--- src/rtl/alu_arbiter_if.sv ---
// Bundle of both requester channels, both response channels and the ALU hookup.
// The arbiter takes the slave view; requesters, responders and the ALU sit on the master view.
interface alu_arbiter_if #(
  parameter int WIDTH = 32,
  parameter int SEL_W = 4
);
  logic             req0_valid;
  logic             req0_ready;
  logic [SEL_W-1:0] req0_select;
  logic [WIDTH-1:0] req0_a;
  logic [WIDTH-1:0] req0_b;
  logic             req1_valid;
  logic             req1_ready;
  logic [SEL_W-1:0] req1_select;
  logic [WIDTH-1:0] req1_a;
  logic [WIDTH-1:0] req1_b;
  logic [SEL_W-1:0] alu_select;
  logic [WIDTH-1:0] alu_a;
  logic [WIDTH-1:0] alu_b;
  logic [WIDTH-1:0] alu_out;
  logic             alu_z;
  logic             alu_n;
  logic             rsp0_valid;
  logic             rsp0_ready;
  logic [WIDTH-1:0] rsp0_result;
  logic             rsp0_z;
  logic             rsp0_n;
  logic             rsp1_valid;
  logic             rsp1_ready;
  logic [WIDTH-1:0] rsp1_result;
  logic             rsp1_z;
  logic             rsp1_n;

  modport slave (
    input  req0_valid, req0_select, req0_a, req0_b,
    input  req1_valid, req1_select, req1_a, req1_b,
    output req0_ready, req1_ready,
    output alu_select, alu_a, alu_b,
    input  alu_out, alu_z, alu_n,
    output rsp0_valid, rsp0_result, rsp0_z, rsp0_n,
    output rsp1_valid, rsp1_result, rsp1_z, rsp1_n,
    input  rsp0_ready, rsp1_ready
  );

  modport master (
    output req0_valid, req0_select, req0_a, req0_b,
    output req1_valid, req1_select, req1_a, req1_b,
    input  req0_ready, req1_ready,
    input  alu_select, alu_a, alu_b,
    output alu_out, alu_z, alu_n,
    input  rsp0_valid, rsp0_result, rsp0_z, rsp0_n,
    input  rsp1_valid, rsp1_result, rsp1_z, rsp1_n,
    output rsp0_ready, rsp1_ready
  );
endinterface

--- src/rtl/alu_arbiter.sv ---
// Round-robin sharing of one combinational ALU between two valid/ready requesters.
// Each op runs IDLE (accept) -> EXEC (ALU settles, capture) -> RESP (hold until owner takes it).
module alu_arbiter #(
  parameter int WIDTH = 32,
  parameter int SEL_W = 4
) (
  input logic          clk,
  input logic          rst_n,
  alu_arbiter_if.slave bus
);

  typedef enum logic [1:0] {
    IDLE = 2'd0,
    EXEC = 2'd1,
    RESP = 2'd2
  } state_e;

  state_e           state_q, state_d;
  logic             rr_ptr_q, rr_ptr_d;
  logic             owner_q, owner_d;
  logic [SEL_W-1:0] alu_sel_q, alu_sel_d;
  logic [WIDTH-1:0] alu_a_q, alu_a_d;
  logic [WIDTH-1:0] alu_b_q, alu_b_d;
  logic [WIDTH-1:0] result_q, result_d;
  logic             z_q, z_d;
  logic             n_q, n_d;
  logic             grant_s;
  logic             grant_id_s;
  logic             owner_rdy_s;
  logic             req0_ready_s;
  logic             req1_ready_s;

  // Arbitration: a lone requester wins outright, a tie goes to the round-robin pointer.
  always_comb begin
    grant_s     = bus.req0_valid | bus.req1_valid;
    grant_id_s  = (bus.req0_valid & bus.req1_valid) ? rr_ptr_q : bus.req1_valid;
    owner_rdy_s = owner_q ? bus.rsp1_ready : bus.rsp0_ready;
  end

  // Next-state, operand/result capture and accept strobes.
  always_comb begin
    state_d      = state_q;
    rr_ptr_d     = rr_ptr_q;
    owner_d      = owner_q;
    alu_sel_d    = alu_sel_q;
    alu_a_d      = alu_a_q;
    alu_b_d      = alu_b_q;
    result_d     = result_q;
    z_d          = z_q;
    n_d          = n_q;
    req0_ready_s = 1'b0;
    req1_ready_s = 1'b0;
    case (state_q)
      IDLE: begin
        if (grant_s) begin
          // Ready is suppressed while reset is held so no op is claimed and then dropped.
          req0_ready_s = ~grant_id_s & rst_n;
          req1_ready_s = grant_id_s & rst_n;
          owner_d      = grant_id_s;
          alu_sel_d    = grant_id_s ? bus.req1_select : bus.req0_select;
          alu_a_d      = grant_id_s ? bus.req1_a : bus.req0_a;
          alu_b_d      = grant_id_s ? bus.req1_b : bus.req0_b;
          state_d      = EXEC;
        end else begin
          state_d = IDLE;
        end
      end
      EXEC: begin
        result_d = bus.alu_out;
        z_d      = bus.alu_z;
        n_d      = bus.alu_n;
        state_d  = RESP;
      end
      RESP: begin
        if (owner_rdy_s) begin
          rr_ptr_d = ~owner_q;
          state_d  = IDLE;
        end else begin
          state_d = RESP;
        end
      end
      default: begin
        state_d = IDLE;
      end
    endcase
  end

  // State and datapath registers with synchronous active-low reset.
  always_ff @(posedge clk) begin
    if (!rst_n) begin
      state_q   <= IDLE;
      rr_ptr_q  <= 1'b0;
      owner_q   <= 1'b0;
      alu_sel_q <= {SEL_W{1'b0}};
      alu_a_q   <= {WIDTH{1'b0}};
      alu_b_q   <= {WIDTH{1'b0}};
      result_q  <= {WIDTH{1'b0}};
      z_q       <= 1'b0;
      n_q       <= 1'b0;
    end else begin
      state_q   <= state_d;
      rr_ptr_q  <= rr_ptr_d;
      owner_q   <= owner_d;
      alu_sel_q <= alu_sel_d;
      alu_a_q   <= alu_a_d;
      alu_b_q   <= alu_b_d;
      result_q  <= result_d;
      z_q       <= z_d;
      n_q       <= n_d;
    end
  end

  assign bus.req0_ready  = req0_ready_s;
  assign bus.req1_ready  = req1_ready_s;
  assign bus.alu_select  = alu_sel_q;
  assign bus.alu_a       = alu_a_q;
  assign bus.alu_b       = alu_b_q;
  // Both response buses carry the captured result; only the owner's valid rises.
  assign bus.rsp0_valid  = (state_q == RESP) & ~owner_q;
  assign bus.rsp1_valid  = (state_q == RESP) & owner_q;
  assign bus.rsp0_result = result_q;
  assign bus.rsp0_z      = z_q;
  assign bus.rsp0_n      = n_q;
  assign bus.rsp1_result = result_q;
  assign bus.rsp1_z      = z_q;
  assign bus.rsp1_n      = n_q;

endmodule

--- src/flat_wrapper.sv ---
// flat-port wrapper written by rule: the top's interface ports become plain ports
module alu_arbiter_flat 
#(
  parameter int WIDTH = 32,
  parameter int SEL_W = 4
)
  (clk, rst_n, bus_req0_valid, bus_req0_select, bus_req0_a, bus_req0_b, bus_req1_valid, bus_req1_select, bus_req1_a, bus_req1_b, bus_req0_ready, bus_req1_ready, bus_alu_select, bus_alu_a, bus_alu_b, bus_alu_out, bus_alu_z, bus_alu_n, bus_rsp0_valid, bus_rsp0_result, bus_rsp0_z, bus_rsp0_n, bus_rsp1_valid, bus_rsp1_result, bus_rsp1_z, bus_rsp1_n, bus_rsp0_ready, bus_rsp1_ready);
  alu_arbiter_if #(.WIDTH(WIDTH), .SEL_W(SEL_W)) bus_i ();
  input logic clk;
  input logic rst_n;
  input wire logic [$bits(bus_i.req0_valid)-1:0] bus_req0_valid;
  input wire logic [$bits(bus_i.req0_select)-1:0] bus_req0_select;
  input wire logic [$bits(bus_i.req0_a)-1:0] bus_req0_a;
  input wire logic [$bits(bus_i.req0_b)-1:0] bus_req0_b;
  input wire logic [$bits(bus_i.req1_valid)-1:0] bus_req1_valid;
  input wire logic [$bits(bus_i.req1_select)-1:0] bus_req1_select;
  input wire logic [$bits(bus_i.req1_a)-1:0] bus_req1_a;
  input wire logic [$bits(bus_i.req1_b)-1:0] bus_req1_b;
  output wire logic [$bits(bus_i.req0_ready)-1:0] bus_req0_ready;
  output wire logic [$bits(bus_i.req1_ready)-1:0] bus_req1_ready;
  output wire logic [$bits(bus_i.alu_select)-1:0] bus_alu_select;
  output wire logic [$bits(bus_i.alu_a)-1:0] bus_alu_a;
  output wire logic [$bits(bus_i.alu_b)-1:0] bus_alu_b;
  input wire logic [$bits(bus_i.alu_out)-1:0] bus_alu_out;
  input wire logic [$bits(bus_i.alu_z)-1:0] bus_alu_z;
  input wire logic [$bits(bus_i.alu_n)-1:0] bus_alu_n;
  output wire logic [$bits(bus_i.rsp0_valid)-1:0] bus_rsp0_valid;
  output wire logic [$bits(bus_i.rsp0_result)-1:0] bus_rsp0_result;
  output wire logic [$bits(bus_i.rsp0_z)-1:0] bus_rsp0_z;
  output wire logic [$bits(bus_i.rsp0_n)-1:0] bus_rsp0_n;
  output wire logic [$bits(bus_i.rsp1_valid)-1:0] bus_rsp1_valid;
  output wire logic [$bits(bus_i.rsp1_result)-1:0] bus_rsp1_result;
  output wire logic [$bits(bus_i.rsp1_z)-1:0] bus_rsp1_z;
  output wire logic [$bits(bus_i.rsp1_n)-1:0] bus_rsp1_n;
  input wire logic [$bits(bus_i.rsp0_ready)-1:0] bus_rsp0_ready;
  input wire logic [$bits(bus_i.rsp1_ready)-1:0] bus_rsp1_ready;
  assign bus_i.req0_valid = bus_req0_valid;
  assign bus_i.req0_select = bus_req0_select;
  assign bus_i.req0_a = bus_req0_a;
  assign bus_i.req0_b = bus_req0_b;
  assign bus_i.req1_valid = bus_req1_valid;
  assign bus_i.req1_select = bus_req1_select;
  assign bus_i.req1_a = bus_req1_a;
  assign bus_i.req1_b = bus_req1_b;
  assign bus_req0_ready = bus_i.req0_ready;
  assign bus_req1_ready = bus_i.req1_ready;
  assign bus_alu_select = bus_i.alu_select;
  assign bus_alu_a = bus_i.alu_a;
  assign bus_alu_b = bus_i.alu_b;
  assign bus_i.alu_out = bus_alu_out;
  assign bus_i.alu_z = bus_alu_z;
  assign bus_i.alu_n = bus_alu_n;
  assign bus_rsp0_valid = bus_i.rsp0_valid;
  assign bus_rsp0_result = bus_i.rsp0_result;
  assign bus_rsp0_z = bus_i.rsp0_z;
  assign bus_rsp0_n = bus_i.rsp0_n;
  assign bus_rsp1_valid = bus_i.rsp1_valid;
  assign bus_rsp1_result = bus_i.rsp1_result;
  assign bus_rsp1_z = bus_i.rsp1_z;
  assign bus_rsp1_n = bus_i.rsp1_n;
  assign bus_i.rsp0_ready = bus_rsp0_ready;
  assign bus_i.rsp1_ready = bus_rsp1_ready;
  alu_arbiter #(.WIDTH(WIDTH), .SEL_W(SEL_W)) u_core (.clk(clk), .rst_n(rst_n), .bus(bus_i));
endmodule
--- config.mk ---
export PLATFORM = sky130hd
export DESIGN_NAME = alu_arbiter_flat
export DESIGN_NICKNAME = d
export VERILOG_FILES = /design/src/rtl/alu_arbiter_if.sv /design/src/rtl/alu_arbiter.sv /design/src/flat_wrapper.sv
export SDC_FILE = /design/constraint.sdc
export NUM_CORES = 1
export LEC_CHECK = 0
export BUFFER_PORTS_ARGS = -buffer_cell sky130_fd_sc_hd__buf_2
export CORE_MARGIN = 8
export CORE_UTILIZATION = 44
export CTS_BUF_LIST = sky130_fd_sc_hd__clkbuf_4
export CTS_CLUSTER_DIAMETER = 60
export DETAILED_ROUTE_END_ITERATION = 7
export PLACE_DENSITY = 0.86
export SYNTH_ARGS = -nofsm -noshare
export SYNTH_HDL_FRONTEND = slang
export SYNTH_SLANG_ARGS = --single-unit
export TNS_END_PERCENT = 1
--- constraint.sdc ---
create_clock -name clk -period 1.3 [get_ports clk]
set_input_delay 0.26 -clock clk [delete_from_list [all_inputs] [get_ports clk]]
set_output_delay 0.26 -clock clk [all_outputs]
set_load 0.1 [all_outputs]
# ---- Yosys cells after proc, flatten, opt, wreduce, memory -nomap -nowiden
# Cells that the tools add are included.
dict set report totals {
  reg_bits 106
  inputBits 176
  word_cells 34
}
dict set report op_classes {
  n_eq_ne 2
  n_mux 12
  bitwise 8
  n_reduce_logical 3
}
# op count
set op_table {}
lappend op_table {{$mux W32} 2}
lappend op_table {{$mux W1} 7}
lappend op_table {{$pmux W2 S3} 1}
lappend op_table {{$and A1 B1 Y1} 5}
lappend op_table {{$mux W4} 1}
lappend op_table {{$reduce_and A2 Y1} 2}
lappend op_table {{$eq A2 B1 Y1 const B} 1}
lappend op_table {{$eq A2 B2 Y1 const B} 1}
lappend op_table {{$logic_not A2 Y1} 1}
lappend op_table {{$mux W2} 1}
lappend op_table {{$not A1 Y1} 2}
lappend op_table {{$or A1 B1 Y1} 1}

# ---- Longest topological paths before layout
dict set report depth {
  depth_word 6
  mapped_depth 6
  mapped_depth_nobuf 3
}

# ---- Least setup slack after synthesis
# OpenSTA, ideal clock, no wires.
dict set report synth_path {
  path_kind {in2out}
  from {in rst_n}
  to {out bus_req1_ready}
  arrival_time_ns 2.912
  required_time_ns 1.040
  path_slack_ns -1.872
  stages 5
  cell_sequence {buf_4 buf_2 clkbuf_1 nand2_1 nor3_1}
}
dict set report synth_via {
  elab_chain_len 3
}
# item line_no
set synth_rtl {}
lappend synth_rtl {{from (decl)} flat_wrapper.sv:10} ;# input logic rst_n;
lappend synth_rtl {{$and A1 B1 Y1} alu_arbiter.sv:58} ;# req1_ready_s = grant_id_s & rst_n;
lappend synth_rtl {{$mux W1} alu_arbiter.sv:55} ;# if (grant_s) begin
lappend synth_rtl {{$mux W1} alu_arbiter.sv:53} ;# case (state_q)
lappend synth_rtl {{to (decl)} flat_wrapper.sv:20} ;# output wire logic [$bits(bus_i.req1_ready)-1:0] bus_req1_ready;
# No other way between the ends.

# ---- Worst setup path in the final report
dict set report layout_path {
  from {reg u_core.state_q[1]}
  to {out bus_rsp1_valid}
}
dict set report layout_via {
  elab_chain_len 2
}
# item line_no
set layout_rtl {}
lappend layout_rtl {{from (decl)} alu_arbiter.sv:18} ;# state_e state_q, state_d;
lappend layout_rtl {{from (signal assigned)} alu_arbiter.sv:101} ;# state_q <= state_d;
lappend layout_rtl {{$eq A2 B2 Y1} alu_arbiter.sv:120} ;# assign bus.rsp1_valid = (state_q == RESP) & owner_q;
lappend layout_rtl {{$and A1 B1 Y1} alu_arbiter.sv:120}
lappend layout_rtl {{to (decl)} flat_wrapper.sv:31} ;# output wire logic [$bits(bus_i.rsp1_valid)-1:0] bus_rsp1_valid;
# No other way between the ends.

==> out/qor.yml <==
status: "finished, violations left"
violations: "setup timing"
finalWirelength_mm: 24.6
grt_max_degree: 49
netlist_area_um2: 4920
min_to: "u_core.bus.rsp0_result[2]"
cap_violations: 0
start_util_pct: 45.2
fp.dieW_um: 122
p_int_mw: 6.85
worstPathMaxFanout: 3
hp-start: "bus_alu_out[2]"
fmax_ghz: 0.574
start_kind: "register"
grt_overflow: 0
slew_viol_final: 0
synth-seq-area-share_pct: 43.1
post-dp-hpwl_mm: 16.9
synth_edf_count: 0
finalSetupViolCount: 134
fin_nets: 1058
root_buffer: "clkbuf_4"
ant_nets: 0
portBuffers: 315
first_global_vias: 6487
crit_type: "reg2out"
pwr-share-comb_pct: 54.1
grt_setup_unrepaired: "yes"
antenna_found_initial: 1
vias: 6152
synth.most_common_cell: "nand2_1"
grt_pass1_wl_mm: 36.3
p_seq_share_pct: 32.2
synthCells: 604
rows: 38
stdcell_count: 1028
cts_tree: "done"
area_growth_pct: 88.4
end_kind: "primary output"
die-area_um2: 14800
min_period_ns: 1.74
insertion_delay_ns: 0.45
synth.area.top_cells: "dfxtp_1 (43%), a32oi_1 (12%), nand2_1 (10%)"
required_ns: 1.04
hold_path_depth: 3
synthTopCellsByCount: "nand2_1 (137), dfxtp_1 (106), nand3_1 (69), a32oi_1 (68), o21ai_0 (60)"
synthArstFlopShare_pct: 0
synth_top_area_cell: "dfxtp_1"
routed_via_density: 5.98
max_stage_delay_ns: 0.41
relSlewSlack_pct: 80.9
cts_sinks: 106
r2r_start: "u_core.state_q[1]"
power.share.clock_pct: 13.7
final_util_pct: 85.1
cts_buffers: 9
fp.dieH_um: 122
synth.top_cell.area_share_pct: 43.1
worstPathArrival_ns: 1.48
hold_viol: 0
worst_clock_skew_ns: 0.0219
drive_gt1_share_pct: 57.2
htree_levels: 3
gp_congestion: 0.849
drt_iter0_drc: 539
crit_path_cell_trace: "buf_4 -> nor2b_4 -> and2_4 -> buf_12"
hp-class: "in2reg"
swShare_pct: 47.9
yosysUniqueCellTypes: 28
max_slew.worst_pin.slew_ns: 0.283
reg2reg_setup_slack_ns: -0.12
r2r-end: "u_core.bus.rsp0_result[23]"
cellLeakagePower_nw: 3.80
r2r_cells: 6
syn_nets: 780
slowest_stage: "dfxtp_2"
ys.flop_type: "dfxtp_1"
p_sw_mw: 6.29
core_area_um2: 10900
ir_drop_mv: 0.909
drc: 0
syn_avg_cell_area_um2: 8.15
powerDensity_nw_per_um2: 1420
yosysWarnings: 0
dp.cells: 1005
ys_ff_latch: 106
fin_crit_sh_pct: 134
p_total_mw: 13.1
routedWlPerCell_um: 23.9
num_io_pins: 316
clk_pin_slew_worst_paths_ns: 0.19
setup.worst_path.start: "u_core.state_q[1]"
cts_max_path_buffers: 2
track_usage_pct: 31.3
fin_ws_ns: -0.441
dr.pass1.iters: 5
flip-flops by register name, indices dropped and copies added, names as in the netlist:
name,count
u_core.owner_q,1
u_core.bus.rsp0_result,32
u_core.state_q,2
u_core.bus.alu_b,32
u_core.bus.alu_a,32
u_core.bus.alu_select,4
u_core.rr_ptr_q,1
u_core.bus.rsp0_n,1
u_core.bus.rsp0_z,1
routing by layer:
metal  track usage, %  vias to the layer above  share of wire [%]
li1                 -                     2682                  -
met1             31.2                     2880                 33
met2             55.7                      483                 50
met3             9.76                      107                 11
met4             19.7                        0                5.8
met5                0                        -                  0
repair_timing:
action                                 4_1_cts  5_1_grt
endpoints found under the hold margin        0        1
hold buffers                                 0        1
setup buffers                                4        0
pin swaps                                   13       17
setup endpoints to repair                  198      239
resized for setup                          174       28
cloned                                       1        0
per-stage QoR:
step / setup slack, ns / TNS (ns) / area [µm²] / hold WS, ns
after global placement: -0.0794 / -2.04 / 8740 / 0.470
after global routing: -0.520 / -15.82 / 9270 / -0.00605
after CTS: -0.427 / -3.41 / 9200 / 0.00442
after floorplan: -0.422 / -12.90 / 5000 / 0.373
final: -0.441 / -5.49 / 9270 / 0.0270
after detailed placement: -0.133 / -5.05 / 8740 / 0.475
layout make-up:
class | count | area (µm²)
well taps | 140 | 175
clock inverters | 5 | 62.6
diodes | 1 | 2.50
multi-input cells | 398 | 2320
clock buffers | 11 | 82.6
fillers | 517 | 1620
repair buffers | 364 | 4260
flip-flops and latches | 106 | 2350
inverters | 3 | 11.3
worst max-delay path, delay by kind of cell, from the launching register on:
kind | cells | cell delay (ns)
buffers and inverters | 2 | 0.31
DFF | 1 | 0.41
and+or+nand+nor | 2 | 0.32
power groups by stage:
stage,sequential [mW],clock (mW),combinational [mW]
2_1_floorplan,6.75,0,1.55
3_3_place_gp,4.18,0,6.81
3_5_place_dp,4.23,0,6.92
4_1_cts,4.21,1.77,7.02
5_1_grt,4.27,1.96,7.27
6_report,4.24,1.80,7.10
cells by family (layout without fill, tap and decap cells):
kind of cell | after synthesis | count (layout) | share of synthesized area, %
buf+inv | 101 | 383 | 12.2
mux | 1 | 1 | 0.203
other cells | 0 | 1 | 0
compound gates | 177 | 177 | 25.1
simple gates | 219 | 220 | 19.4
flops | 106 | 106 | 43.1
how the worst max path moves through the flow:
stage,slack [ns],end,cells after the start
6_report,-0.44,bus_rsp1_valid,4
5_1_grt,-0.52,bus_req0_ready,4
4_1_cts,-0.43,bus_req0_ready,4
3_5_place_dp,-0.13,u_core.bus.alu_a[16],6
3_3_place_gp,-0.08,bus_req0_ready,5
2_1_floorplan,-0.42,bus_req1_ready,5
cells in the final DEF, fill, tap and decap left out, types with 2 or more instances in the layout:
master	synthesis	layout
nand2b_4	0	2
a32oi_1	68	67
buf_4	42	29
buf_2	28	175
nand2_1	137	136
and2_4	0	2
a21boi_0	27	19
inv_1	2	2
a21boi_1	8	13
clkbuf_4	0	11
dfxtp_2	0	65
o21ai_0	60	35
buf_6	3	4
o21ai_1	9	33
nor3_4	0	2
nor2_4	1	2
buf_12	0	154
nor2b_4	0	2
a21boi_2	0	3
dfxtp_4	0	40
nand3_1	69	69
clkinvlp_4	0	2
Power figures use the tool's default switching activity.
